### src/rtl/piso_serializer.sv
// Parallel-in serial-out serializer with a valid/ready load handshake and registered serial outputs.
// Optional even-parity trailer bit is enabled by defining PISO_PARITY_EN.
module piso_serializer #(
    parameter int WIDTH     = 8,
    parameter int MSB_FIRST = 1
) (
    input  logic             clk,
    input  logic             rst,
    input  logic [WIDTH-1:0] in_data,
    input  logic             in_valid,
    output logic             in_ready,
    output logic             ser_out,
    output logic             ser_valid,
    output logic             ser_last,
    output logic             busy
);

    localparam int CW = (WIDTH > 1) ? $clog2(WIDTH) : 1;
    localparam logic [CW-1:0] CNT_LAST   = CW'(WIDTH - 1);
    localparam logic [CW-1:0] CNT_PENULT = CW'(WIDTH - 2);

    typedef enum logic [1:0] {
        IDLE,
        SHIFT
`ifdef PISO_PARITY_EN
        ,
        PARITY
`endif
    } state_t;

    state_t           state, state_n;
    logic [CW-1:0]    cnt, cnt_n;
    logic [WIDTH-1:0] shreg, shreg_n;
    logic             out_n, valid_n, last_n, busy_n, ready_n;
    logic             accept;
`ifdef PISO_PARITY_EN
    logic             par, par_n;
`endif

    function automatic logic head_bit(input logic [WIDTH-1:0] v);
        return (MSB_FIRST != 0) ? v[WIDTH-1] : v[0];
    endfunction

    function automatic logic [WIDTH-1:0] shift_once(input logic [WIDTH-1:0] v);
        return (MSB_FIRST != 0) ? (v << 1) : (v >> 1);
    endfunction

    assign accept = in_valid & in_ready;

    // Outputs are computed one cycle ahead so every port leaves a flop; cnt tracks the bit now on ser_out.
    always_comb begin
        state_n = state;
        cnt_n   = cnt;
        shreg_n = shreg;
        out_n   = 1'b0;
        valid_n = 1'b0;
        last_n  = 1'b0;
        busy_n  = 1'b0;
        ready_n = 1'b0;
`ifdef PISO_PARITY_EN
        par_n   = par;
`endif
        if (accept) begin
            state_n = SHIFT;
            cnt_n   = '0;
            shreg_n = shift_once(in_data);
            out_n   = head_bit(in_data);
            valid_n = 1'b1;
            busy_n  = 1'b1;
`ifdef PISO_PARITY_EN
            par_n   = ^in_data;
`endif
        end else begin
            unique case (state)
                IDLE: ready_n = 1'b1;
                SHIFT: begin
                    if (cnt == CNT_LAST) begin
`ifdef PISO_PARITY_EN
                        state_n = PARITY;
                        out_n   = par;
                        valid_n = 1'b1;
                        last_n  = 1'b1;
                        busy_n  = 1'b1;
                        ready_n = 1'b1;
`else
                        state_n = IDLE;
                        ready_n = 1'b1;
`endif
                    end else begin
                        cnt_n   = cnt + CW'(1);
                        out_n   = head_bit(shreg);
                        shreg_n = shift_once(shreg);
                        valid_n = 1'b1;
                        busy_n  = 1'b1;
`ifndef PISO_PARITY_EN
                        last_n  = (cnt == CNT_PENULT);
                        ready_n = (cnt == CNT_PENULT);
`endif
                    end
                end
`ifdef PISO_PARITY_EN
                PARITY: begin
                    state_n = IDLE;
                    ready_n = 1'b1;
                end
`endif
                default: begin
                    state_n = IDLE;
                    ready_n = 1'b1;
                end
            endcase
        end
    end

    always_ff @(posedge clk or posedge rst) begin
        if (rst) begin
            state     <= IDLE;
            cnt       <= '0;
            shreg     <= '0;
            ser_out   <= 1'b0;
            ser_valid <= 1'b0;
            ser_last  <= 1'b0;
            busy      <= 1'b0;
            in_ready  <= 1'b0;
`ifdef PISO_PARITY_EN
            par       <= 1'b0;
`endif
        end else begin
            state     <= state_n;
            cnt       <= cnt_n;
            shreg     <= shreg_n;
            ser_out   <= out_n;
            ser_valid <= valid_n;
            ser_last  <= last_n;
            busy      <= busy_n;
            in_ready  <= ready_n;
`ifdef PISO_PARITY_EN
            par       <= par_n;
`endif
        end
    end

endmodule
### config.mk
export PLATFORM = sky130hd
export DESIGN_NAME = piso_serializer
export DESIGN_NICKNAME = d
export VERILOG_FILES = /design/src/rtl/piso_serializer.sv
export SDC_FILE = /design/constraint.sdc
export NUM_CORES = 1
export LEC_CHECK = 0
export ABC_CLOCK_PERIOD_IN_PS = 1700
export BUFFER_PORTS_ARGS = -buffer_cell sky130_fd_sc_hd__buf_2
export CAP_MARGIN = 15
export CELL_PAD_IN_SITES_DETAIL_PLACEMENT = 1
export CELL_PAD_IN_SITES_GLOBAL_PLACEMENT = 2
export CORE_MARGIN = 4
export CORE_UTILIZATION = 31
export CTS_CLUSTER_DIAMETER = 100
export CTS_CLUSTER_SIZE = 14
export DETAILED_ROUTE_END_ITERATION = 8
export PLACE_DENSITY = 0.87
export SLEW_MARGIN = 20
export SYNTH_ARGS = -nofsm -noshare
export SYNTH_HDL_FRONTEND = slang
export SYNTH_SLANG_ARGS = --single-unit
### constraint.sdc
create_clock -name clk -period 1.7 [get_ports clk]
set_input_delay 0 -clock clk [delete_from_list [all_inputs] [get_ports clk]]
set_output_delay 0 -clock clk [all_outputs]
set_load 0.005 [all_outputs]
==> summary.md <==
| Metric | Value |
|---|---|
| Reg2Reg Launch Point | cnt[0]$_DFFE_PP0P_ |
| Worst min path class | input port to flip-flop |
| R2R cell count | 6 |
| Syn Std Cell Area | 675.6 um^2 |
| Die height | 54.69 um |
| Setup tns final | 0 ns |
| Pint | 0.8394 mW |
| Max Freq | 655.9 MHz |
| Layout cell share with drive strength beyond 1 | 0.2418 |
| Max VDD drop | 694.7 uV |
| First-pass GRT wire length | 2428 um |
| CP most frequent cell | ha_1 |
| Fin nets | 106 |
| R2R setup slack | 0.18 ns |
| Sequential cell area | 375.4 um^2 |
| Initial DRC Count | 9 |
| Residual DRC | 0 |
| IO Port Bufs | 15 |
| Core area | 2022 um^2 |
| Worst Setup SP | cnt[0]$_DFFE_PP0P_ |
| Final setup vio count | 0 |
| Sequential area share after synthesis | 0.5556 |
| Worst Setup End Kind | flip-flop |
| Post-Synthesis Cells | 65 |
| Status | finished, final reports clean |
| Non-filler cells, final | 118 |
| Max stage delay on crit path | 0.42 ns |
| Die area | 2990 um^2 |
| Clock Power Share | 0.159 |
| Crit-path cells | ha_1, ha_1, nor2b_1, buf_4, mux2i_1, o21ai_1 |
| Largest net degree at the start of global routing | 16 |
| DP HPWL | 936.1 um |
| Dpl cells | 105 |
| Synth area leader | dfrtp_1 |
| Hold path startpoint | in_valid |
| CP Launch Type | flip-flop |
| Total inserted antenna cells | 0 |
| Initial antenna violation count | 0 |
| Area grow syn2layout | 32.22% |
| Synth top area share | 0.5556 |
| Final Skew | 0.001606 ns |
| Syn_nets | 79 |
| Vias in the first global route | 575 |
| Via density | 4.407 |
| Sequential share of power | 0.447 |
| Deepest clock path buffer count | 2 |
| Ports | 16 |
| Worst Path Arrival | 1.68 ns |
| ANT nets after route | 0 |
| Gate power share | 0.394 |
| Net Sw Power | 0.4363 mW |
| Clock sink count | 15 |
| FP Rows | 16 |
| Initial core utilization | 0.3342 |
| Crit-path slowest cell | dfrtp_1 |
| Synth top area cells | dfrtp_1 (56%), mux2i_1 (8.9%), nand2_1 (7.2%) |
| Clk pin slew, worst setup/hold paths | 0.09 ns |
| GRT Total Usage | 0.1150 |
| First drt pass iteration count | 4 |
| Period Utilization, post-route | 0.8968 |
| CP max FO | 5 |
| TritonCTS clock tree | yes |
| Worst EP required | 1.86 ns |
| Synth warnings | 0 |
| GP Congestion | 0.7714 |
| Worst setup path end | shreg[7]$_DFFE_PP0P_ |
| Mean Syn Cell Area | 10.39 um^2 |
| Sw Share | 0.3420 |
| Slew HR | 0.6155 |
| Via count | 520 |
| WL final | 1316 um |
| R2r endpoint | shreg[7]$_DFFE_PP0P_ |
| Multi-input combinational cell area | 259.0 um^2 |
| Slew Viols, Final | 0 |
| Post-DR wirelength/cell | 11.15 um |
| Total gr overflow | 0 |
| Root Buffer | clkbuf_4 |
| Hold Vio Cnt, Final | 0 |
| Die X | 54.69 um |
| H-tree Lvls | 1 |
| Unrepaired setup endpoints after global routing | no |
| Worst-margin pin slew | 0.5762 ns |
| Filler cell count | 231 |
| CTS buffer count | 3 |
| MaxCap Viol Count | 0 |
| Synth cell types | 15 |
| Register bit count reported by yosys | 15 |
| P_leak | 0.4409 nW |
| Pwr/cell area | 1428 nW/um^2 |
| Fin crit period | 1.525 ns |
| Worst-Skew Late Latency | 0.28 ns |
| Critical path type | flip-flop to flip-flop |
[synth_stat cells]
master / instances
buf_2: 2
and2_1: 1
nor3_1: 1
dfrtp_1: 15
nor2_1: 1
nand2b_1: 4
inv_1: 3
buf_4: 3
ha_1: 3
a21oi_1: 3
xnor2_1: 1
nor2b_1: 1
nand2_1: 13
o21ai_1: 8
mux2i_1: 6
[worst max-delay path: cells and delay by family (launching register included)]
family | cells | cell delay [ns]
DFF | 1 | 0.42
AOI/OAI and AO/OA | 1 | 0.07
and+or+nand+nor | 1 | 0.17
buffers and inverters | 1 | 0.18
adders and majority gates | 2 | 0.40
muxes | 1 | 0.18
[routing by layer]
metal | vias to the layer above | wire [um] | track usage
li1 | 260 | - | -
met5 | - | 0 | 0
met2 | 13 | 711 | 0.1929
met1 | 247 | 547 | 0.1402
met3 | 0 | 57 | 0.02452
met4 | 0 | 0 | 0.04979
[power by group through the flow]
stage	logic, mW	clock network [mW]	registers (mW)
floorplan	0.380	0	0.565
finish	0.502	0.203	0.571
global route	0.598	0.228	0.593
global placement	0.476	0	0.572
CTS	0.514	0.209	0.571
detailed placement	0.497	0	0.579
[layout by cell type (no fill, tap or decap), drive strengths merged]
cell and instances:
buf 18, dfrtp 15, nand2 13, dlygate4sd3 9
o21ai 8, mux2i 6, nand2b 4, clkbuf 4
a21oi 3, inv 3, ha 3, and2 1
nor2b 1, nor3 1, xnor2 1, nor2 1
[flip-flops by register name (all words and copies together), names as in the netlist]
name	cells
ser_out	1
ser_last	1
in_ready	1
busy	1
state	1
cnt	3
shreg	7
[timing repair]
action,in CTS,in global routing
endpoints found under the setup margin,0,1
buffers inserted,0,0
hold endpoints to repair,23,0
gates resized for setup,0,1
hold buffers,9,0
[how the worst min path moves through the flow]
| stage | end | slack (ns) | cells past startpoint |
|---|---|---|---|
| floorplan | busy$_DFF_PP0_ | -0.1 | 1 |
| global placement | in_ready$_DFF_PP0_ | 0.08 | 2 |
| detailed placement | in_ready$_DFF_PP0_ | 0.09 | 2 |
| CTS | cnt[2]$_DFFE_PP0P_ | 0.27 | 3 |
| global route | cnt[1]$_DFFE_PP0P_ | 0.31 | 3 |
| finish | cnt[0]$_DFFE_PP0P_ | 0.27 | 3 |
[area by class of cell]
type / instances / share of cell area
repair buffers: 27 / 0.2101
inverters: 3 / 0.01261
multi-input cells: 42 / 0.2899
well taps: 27 / 0.03782
flip-flops and latches: 15 / 0.4202
clock buffers: 4 / 0.02941
[cells by family after synthesis]
family          Yosys count  share of synthesized area
compound gates           11                    0.08148
xor+xnor                  1                    0.01297
fa+ha+maj                 3                    0.05556
buf+inv                   8                    0.06481
flops                    15                     0.5556
mux                       6                    0.08889
simple gates             21                     0.1407
[per-stage QoR]
stage	power [mW]	cell area, um^2	utilization	hold slack [ns]	setup slack, ns
after CTS	1.294	890.9	0.4406	0.2749	0.1631
after global placement	1.049	774.5	0.3830	0.08032	0.2256
after global routing	1.419	893.4	0.4418	0.3058	0.03917
after floorplan	0.9446	675.6	-	-0.09852	0.3269
final	1.276	893.4	0.4418	0.2650	0.1754
after detailed placement	1.076	774.5	0.3830	0.09500	0.1793
Note: power is estimated with default switching activity, not from simulation.
